$ cat src/rtl/if_pkg.sv
// Shared definitions for the instruction-fetch slice.
// FETCH_MISALIGN_CHECK_EN adds the HALT state used after a misaligned redirect.
package if_pkg;

  localparam int unsigned XLEN    = 64;
  localparam int unsigned INSTR_W = 32;
  localparam int unsigned PC_INCR = 4;

  localparam logic [63:0] RESET_PC_DEFAULT = 64'h0;

  typedef enum logic [2:0] {
    IDLE    = 3'd0,
    REQ     = 3'd1,
    FULL    = 3'd2,
`ifdef FETCH_MISALIGN_CHECK_EN
    DISCARD = 3'd3,
    HALT    = 3'd4
`else
    DISCARD = 3'd3
`endif
  } fetch_state_t;

endpackage

$ cat src/rtl/if_fetch_buffer.sv
// One-entry output buffer holding the fetched instruction and its PC for IF/ID.
// A flush only drops the valid flag; the held word stays visible but invalid.
module if_fetch_buffer
  import if_pkg::*;
#(
  parameter int unsigned XLEN    = if_pkg::XLEN,
  parameter int unsigned INSTR_W = if_pkg::INSTR_W
) (
  input  logic               clk,
  input  logic               reset,
  input  logic               load,
  input  logic               flush,
  input  logic [INSTR_W-1:0] load_instr,
  input  logic [XLEN-1:0]    load_pc,
  output logic [INSTR_W-1:0] instruction,
  output logic [XLEN-1:0]    pc_out,
  output logic               valid
);

  always_ff @(posedge clk or posedge reset) begin
    if (reset) begin
      instruction <= '0;
      pc_out      <= '0;
      valid       <= 1'b0;
    end else if (load) begin
      instruction <= load_instr;
      pc_out      <= load_pc;
      valid       <= 1'b1;
    end else if (flush) begin
      valid <= 1'b0;
    end
  end

endmodule

$ cat src/rtl/if_fetch_unit.sv
// Instruction-fetch stage: owns the PC, issues one outstanding imem request and
// feeds IF/ID through if_fetch_buffer. FETCH_MISALIGN_CHECK_EN enables HALT on misaligned redirects.
module if_fetch_unit
  import if_pkg::*;
#(
  parameter int unsigned      XLEN     = if_pkg::XLEN,
  parameter int unsigned      INSTR_W  = if_pkg::INSTR_W,
  parameter logic [XLEN-1:0]  RESET_PC = XLEN'(if_pkg::RESET_PC_DEFAULT)
) (
  input  logic               clk,
  input  logic               reset,
  input  logic               stall,
  input  logic               branch_taken,
  input  logic [XLEN-1:0]    branch_target,
  output logic               imem_req,
  output logic [XLEN-1:0]    imem_addr,
  input  logic               imem_ready,
  input  logic [INSTR_W-1:0] imem_rdata,
  output logic [INSTR_W-1:0] instruction,
  output logic [XLEN-1:0]    PC_Out,
  output logic               fetch_valid
`ifdef FETCH_MISALIGN_CHECK_EN
  ,
  output logic               fetch_misaligned
`endif
);

  fetch_state_t    state_q, state_d;
  logic [XLEN-1:0] pc_q, pc_d;
  logic [XLEN-1:0] req_addr_q, req_addr_d;
  logic [XLEN-1:0] target;
  logic            buf_load, buf_flush;

`ifdef FETCH_MISALIGN_CHECK_EN
  logic halt_pend_q, halt_pend_d;
  logic misaligned_q, misaligned_d;
  logic tgt_bad;

  assign tgt_bad = |branch_target[1:0];
  assign target  = branch_target;
`else
  assign target  = branch_target & ~XLEN'(2'b11);
`endif

  always_ff @(posedge clk or posedge reset) begin
    if (reset) begin
      state_q    <= IDLE;
      pc_q       <= RESET_PC;
      req_addr_q <= RESET_PC;
    end else begin
      state_q    <= state_d;
      pc_q       <= pc_d;
      req_addr_q <= req_addr_d;
    end
  end

`ifdef FETCH_MISALIGN_CHECK_EN
  always_ff @(posedge clk or posedge reset) begin
    if (reset) begin
      halt_pend_q  <= 1'b0;
      misaligned_q <= 1'b0;
    end else begin
      halt_pend_q  <= halt_pend_d;
      misaligned_q <= misaligned_d;
    end
  end
`endif

  always_comb begin
    state_d    = state_q;
    pc_d       = pc_q;
    req_addr_d = req_addr_q;
    buf_load   = 1'b0;
    buf_flush  = 1'b0;
`ifdef FETCH_MISALIGN_CHECK_EN
    halt_pend_d  = halt_pend_q;
    misaligned_d = misaligned_q;
`endif
    case (state_q)
      IDLE: begin
        state_d = REQ;
        if (branch_taken) begin
          pc_d       = target;
          req_addr_d = target;
          buf_flush  = 1'b1;
        end else begin
          req_addr_d = pc_q;
        end
      end
      REQ: begin
        if (branch_taken) begin
          pc_d      = target;
          buf_flush = 1'b1;
          if (imem_ready) begin
            req_addr_d = target;
            state_d    = REQ;
          end else begin
            state_d = DISCARD;
          end
        end else if (imem_ready) begin
          buf_load = 1'b1;
          pc_d     = req_addr_q + XLEN'(PC_INCR);
          state_d  = FULL;
        end
      end
      FULL: begin
        if (branch_taken) begin
          pc_d       = target;
          req_addr_d = target;
          buf_flush  = 1'b1;
          state_d    = REQ;
        end else if (!stall) begin
          req_addr_d = pc_q;
          buf_flush  = 1'b1;
          state_d    = REQ;
        end
      end
      DISCARD: begin
        if (branch_taken) begin
          pc_d = target;
          if (imem_ready) begin
            req_addr_d = target;
            state_d    = REQ;
          end
        end else if (imem_ready) begin
          req_addr_d = pc_q;
          state_d    = REQ;
        end
      end
`ifdef FETCH_MISALIGN_CHECK_EN
      HALT: ;
`endif
      default: state_d = IDLE;
    endcase
`ifdef FETCH_MISALIGN_CHECK_EN
    // A bad target is remembered until the bus is free; the latest redirect wins.
    if (branch_taken && state_q != HALT)
      halt_pend_d = tgt_bad;
    if (halt_pend_d && state_d == REQ) begin
      state_d      = HALT;
      misaligned_d = 1'b1;
      buf_flush    = 1'b1;
    end
`endif
  end

  assign imem_req  = (state_q == REQ) || (state_q == DISCARD);
  assign imem_addr = req_addr_q;
`ifdef FETCH_MISALIGN_CHECK_EN
  assign fetch_misaligned = misaligned_q;
`endif

  if_fetch_buffer #(
    .XLEN    (XLEN),
    .INSTR_W (INSTR_W)
  ) u_buf (
    .clk         (clk),
    .reset       (reset),
    .load        (buf_load),
    .flush       (buf_flush),
    .load_instr  (imem_rdata),
    .load_pc     (req_addr_q),
    .instruction (instruction),
    .pc_out      (PC_Out),
    .valid       (fetch_valid)
  );

endmodule
$ cat config.mk
export PLATFORM = sky130hd
export DESIGN_NAME = if_fetch_unit
export DESIGN_NICKNAME = d
export VERILOG_FILES = /design/src/rtl/if_pkg.sv /design/src/rtl/if_fetch_buffer.sv /design/src/rtl/if_fetch_unit.sv
export SDC_FILE = /design/constraint.sdc
export NUM_CORES = 1
export LEC_CHECK = 0
export BUFFER_PORTS_ARGS = -buffer_cell sky130_fd_sc_hd__buf_2
export CELL_PAD_IN_SITES_DETAIL_PLACEMENT = 0
export CELL_PAD_IN_SITES_GLOBAL_PLACEMENT = 1
export CORE_ASPECT_RATIO = 2
export CORE_UTILIZATION = 40
export DETAILED_ROUTE_END_ITERATION = 7
export PLACE_DENSITY = 0.91
export SYNTH_ARGS = -nofsm -noshare
export SYNTH_HDL_FRONTEND = slang
export SYNTH_SLANG_ARGS = --single-unit
$ cat constraint.sdc
create_clock -name clk -period 8.3 [get_ports clk]
set_clock_uncertainty 0.2 [all_clocks]
set_input_delay 0.415 -clock clk [delete_from_list [all_inputs] [get_ports clk]]
set_output_delay 0.415 -clock clk [all_outputs]
set_load 0.01 [all_outputs]
==> impl_metrics.json <==
{
  "nFillCells": 2445,
  "cts.repair.resized": 0,
  "clockRootBuffer": "clkbuf_16",
  "start_kind": "register",
  "grt_max_degree": 81,
  "worst_slew_pin_slew_ns": 1.06,
  "fmax_mhz": 306,
  "maxSlewViolCount": 0,
  "power_switching_mw": 1.28,
  "drive_gt1_frac": 0.215,
  "cts_tree": "yes",
  "reg2reg_slack_ns": 5.03,
  "critPathLaunch": "imem_addr[2]",
  "overflow": 0,
  "powerDensity_nw_per_um2": 263,
  "ir_worst_vdd_uv": 183,
  "wirelength_um": 36300,
  "synth.distinct_cells": 51,
  "slowest_delay_ns": 0.75,
  "p_clk_frac": 0.286,
  "synth-seq-area-share": 0.533,
  "multi_input_area_um2": 4650,
  "p_int_mw": 2.37,
  "first_pass_iters": 5,
  "grt_antenna_before_repair": 1,
  "power.total_mw": 3.64,
  "die_h_um": 233,
  "post_cts_buffers": 0,
  "critPathSlowestCell": "nor4_2",
  "whs_ns": 0.0403,
  "outcome": "completed",
  "synth-xor-area-share": 0.0460,
  "dpl.hpwl_um": 23500,
  "crit_type": "reg -> reg",
  "portBuffers": 260,
  "cp-end-kind": "register",
  "synth_edf_count": 0,
  "seqPwrFrac": 0.453,
  "path_cells": "nand4_1, nor4_2, nand4_1, or3_1, xor2_1, o21ai_0",
  "ant_nets": 0,
  "min_path_type": "in -> reg",
  "worst-path-max-fanout": 7,
  "combPwrFrac": 0.261,
  "synth_compound_area_frac": 0.148,
  "pin_count": 263,
  "clkSinkCount": 227,
  "muxShareOfSynthArea": 0.000939,
  "period_minus_slack_ns": 3.27,
  "synthArstFlopShare": 1.00,
  "hold_viol": 0,
  "grt_pass1_wl_um": 55300,
  "clock_latency_ns": 0.52,
  "syn_avg_cell_area_um2": 8.78,
  "rsz0062_at_grt": "false",
  "vias_per_cell": 5.47,
  "cp_num_buf_inv": 0,
  "final-seq-area_um2": 5680,
  "synthAdderAreaFrac": 0.00117,
  "cp_top_family": "simple AND/OR/NAND/NOR gates",
  "die_x_um": 117,
  "cp.arrival_ns": 3.49,
  "fin_nets": 1622,
  "syn_to_final_growth_pct": 30.2,
  "yosysWarnings": 0,
  "setup-tns-final_ns": 0,
  "maxSlewHeadroom": 0.289,
  "clk_pin_slew_ns": 0.06,
  "first_global_vias": 9972,
  "switching_share": 0.351,
  "gp_congestion": 0.820,
  "h-tree-depth": 1,
  "synth_top_family_by_area": "simple AND/OR/NAND/NOR gates",
  "crit_required_ns": 8.52,
  "crit_top_cell": "nand4_1",
  "synth-seq-cells": 227,
  "finalCritPeriodShare": 0.393,
  "initial_core_util": 0.406,
  "leakage_nw": 6.78,
  "hold_buffers": 94,
  "syn-num-nets": 1316,
  "num_rows": 84,
  "cts_made_buffers": 22,
  "min_from": "branch_target[44]",
  "yosys.area_share.simple": 0.236,
  "grt_usage": 0.259,
  "synthFlopType": "dfrtp_1",
  "synth_area_um2": 10700,
  "r2r-start": "imem_addr[2]",
  "drv_cap": 0,
  "cts_buffer_depth": 3,
  "core_um2": 26300,
  "vias": 10300,
  "dieArea_um2": 27400,
  "route.detailed.drc": 0,
  "drtIter0Drc": 800,
  "wire_per_inst_um": 19.3,
  "synth_cells": 1214,
  "setup_viol": 0
}
[power by group through the flow]
stage          combinational (mW)  sequential (mW)  clock, mW
2_1_floorplan               0.429             1.69          0
3_3_place_gp                0.902             1.65          0
3_5_place_dp                0.918             1.67          0
4_1_cts                     0.957             1.65       1.06
5_1_grt                      1.05             1.69       1.10
6_report                    0.950             1.65       1.04
[sequential cells by signal, indices dropped and copies added (netlist names)]
signal	cells
imem_addr	64
pc_q	64
u_buf.pc_out	64
u_buf.instruction	32
state_q	2
u_buf.valid	1
[Yosys cell counts (all sizes together) (2+ instances only)]
master	number	area [um2]
a21oi	55	275
a22oi	64	480
a32o	3	30.0
and2	4	25.0
and3	41	257
and4	6	52.6
buf	6	32.5
clkbuf	78	295
dfrtp	227	5680
inv	11	41.3
nand2	397	1490
nand2b	3	18.8
nand3	29	150
nand4	24	171
nor2	29	109
nor3	19	111
nor3b	2	15.0
nor4	5	58.8
o21ai	125	633
o221ai	6	58.8
o22ai	6	37.5
o31ai	2	15.0
or2	2	12.5
or3	2	17.5
xnor2	30	263
xor2	26	228
[placed cells by master, fill, tap and decap left out, types with 4 or more instances in the layout]
cell type,n
a21oi_1,54
a22oi_1,64
and3_1,41
and4_1,6
buf_2,260
buf_4,12
clkbuf_16,23
clkbuf_8,4
dfrtp_1,227
dlygate4sd3_1,94
inv_1,9
nand2_1,394
nand3_1,28
nand4_1,22
nor2_1,27
nor3_1,17
o21ai_0,122
o221ai_1,5
o22ai_1,6
xnor2_1,30
xor2_1,26
[area by class of cell]
cell class / instances / share of cell area
clock inverter: 7 / 0.00658
sequential: 227 / 0.409
antenna: 2 / 0.000361
tap: 344 / 0.0310
multi-input combinational: 892 / 0.335
inverter: 11 / 0.00352
timing repair buffer: 366 / 0.168
clock buffer: 29 / 0.0460
[worst paths after layout]
kind	to	cells after the start
max	pc_q[39]	6
min	pc_q[44]	3
max reg2reg	pc_q[39]	6
min reg2reg	u_buf.pc_out[51]	2
max in group asynchronous	imem_addr[7]	4
min in group asynchronous	u_buf.instruction[31]	3
[metrics by stage]
step | util | instance area (um2) | setup WS, ns | cells
2_1_floorplan | - | 10700 | 1.47 | 1214
3_3_place_gp | 0.465 | 12200 | 4.61 | 1746
3_5_place_dp | 0.465 | 12200 | 4.54 | 1746
4_1_cts | 0.528 | 13900 | 4.97 | 1876
5_1_grt | 0.528 | 13900 | 4.82 | 1877
6_report | 0.528 | 13900 | 5.03 | 1878
[kinds of logic after synthesis]
logic type,after synthesis
AOI/OAI and AO/OA,267
adders and majority gates,1
xor gates and xnor gates,56
and+or+nand+nor,567
muxes,1
buffers and inverters,95
DFF,227
[per-layer routing]
layer  GRT usage  wire length (um)
met5           0                 0
met4       0.155              2020
met3      0.0238              1690
met2       0.477             19200
met1       0.288             13400
[worst min-delay path, delay by kind of cell]
family / cells / cell delay (ns)
buf+inv: 1 / 0.11
compound gates: 2 / 0.19
Power figures use the tool's default switching activity.
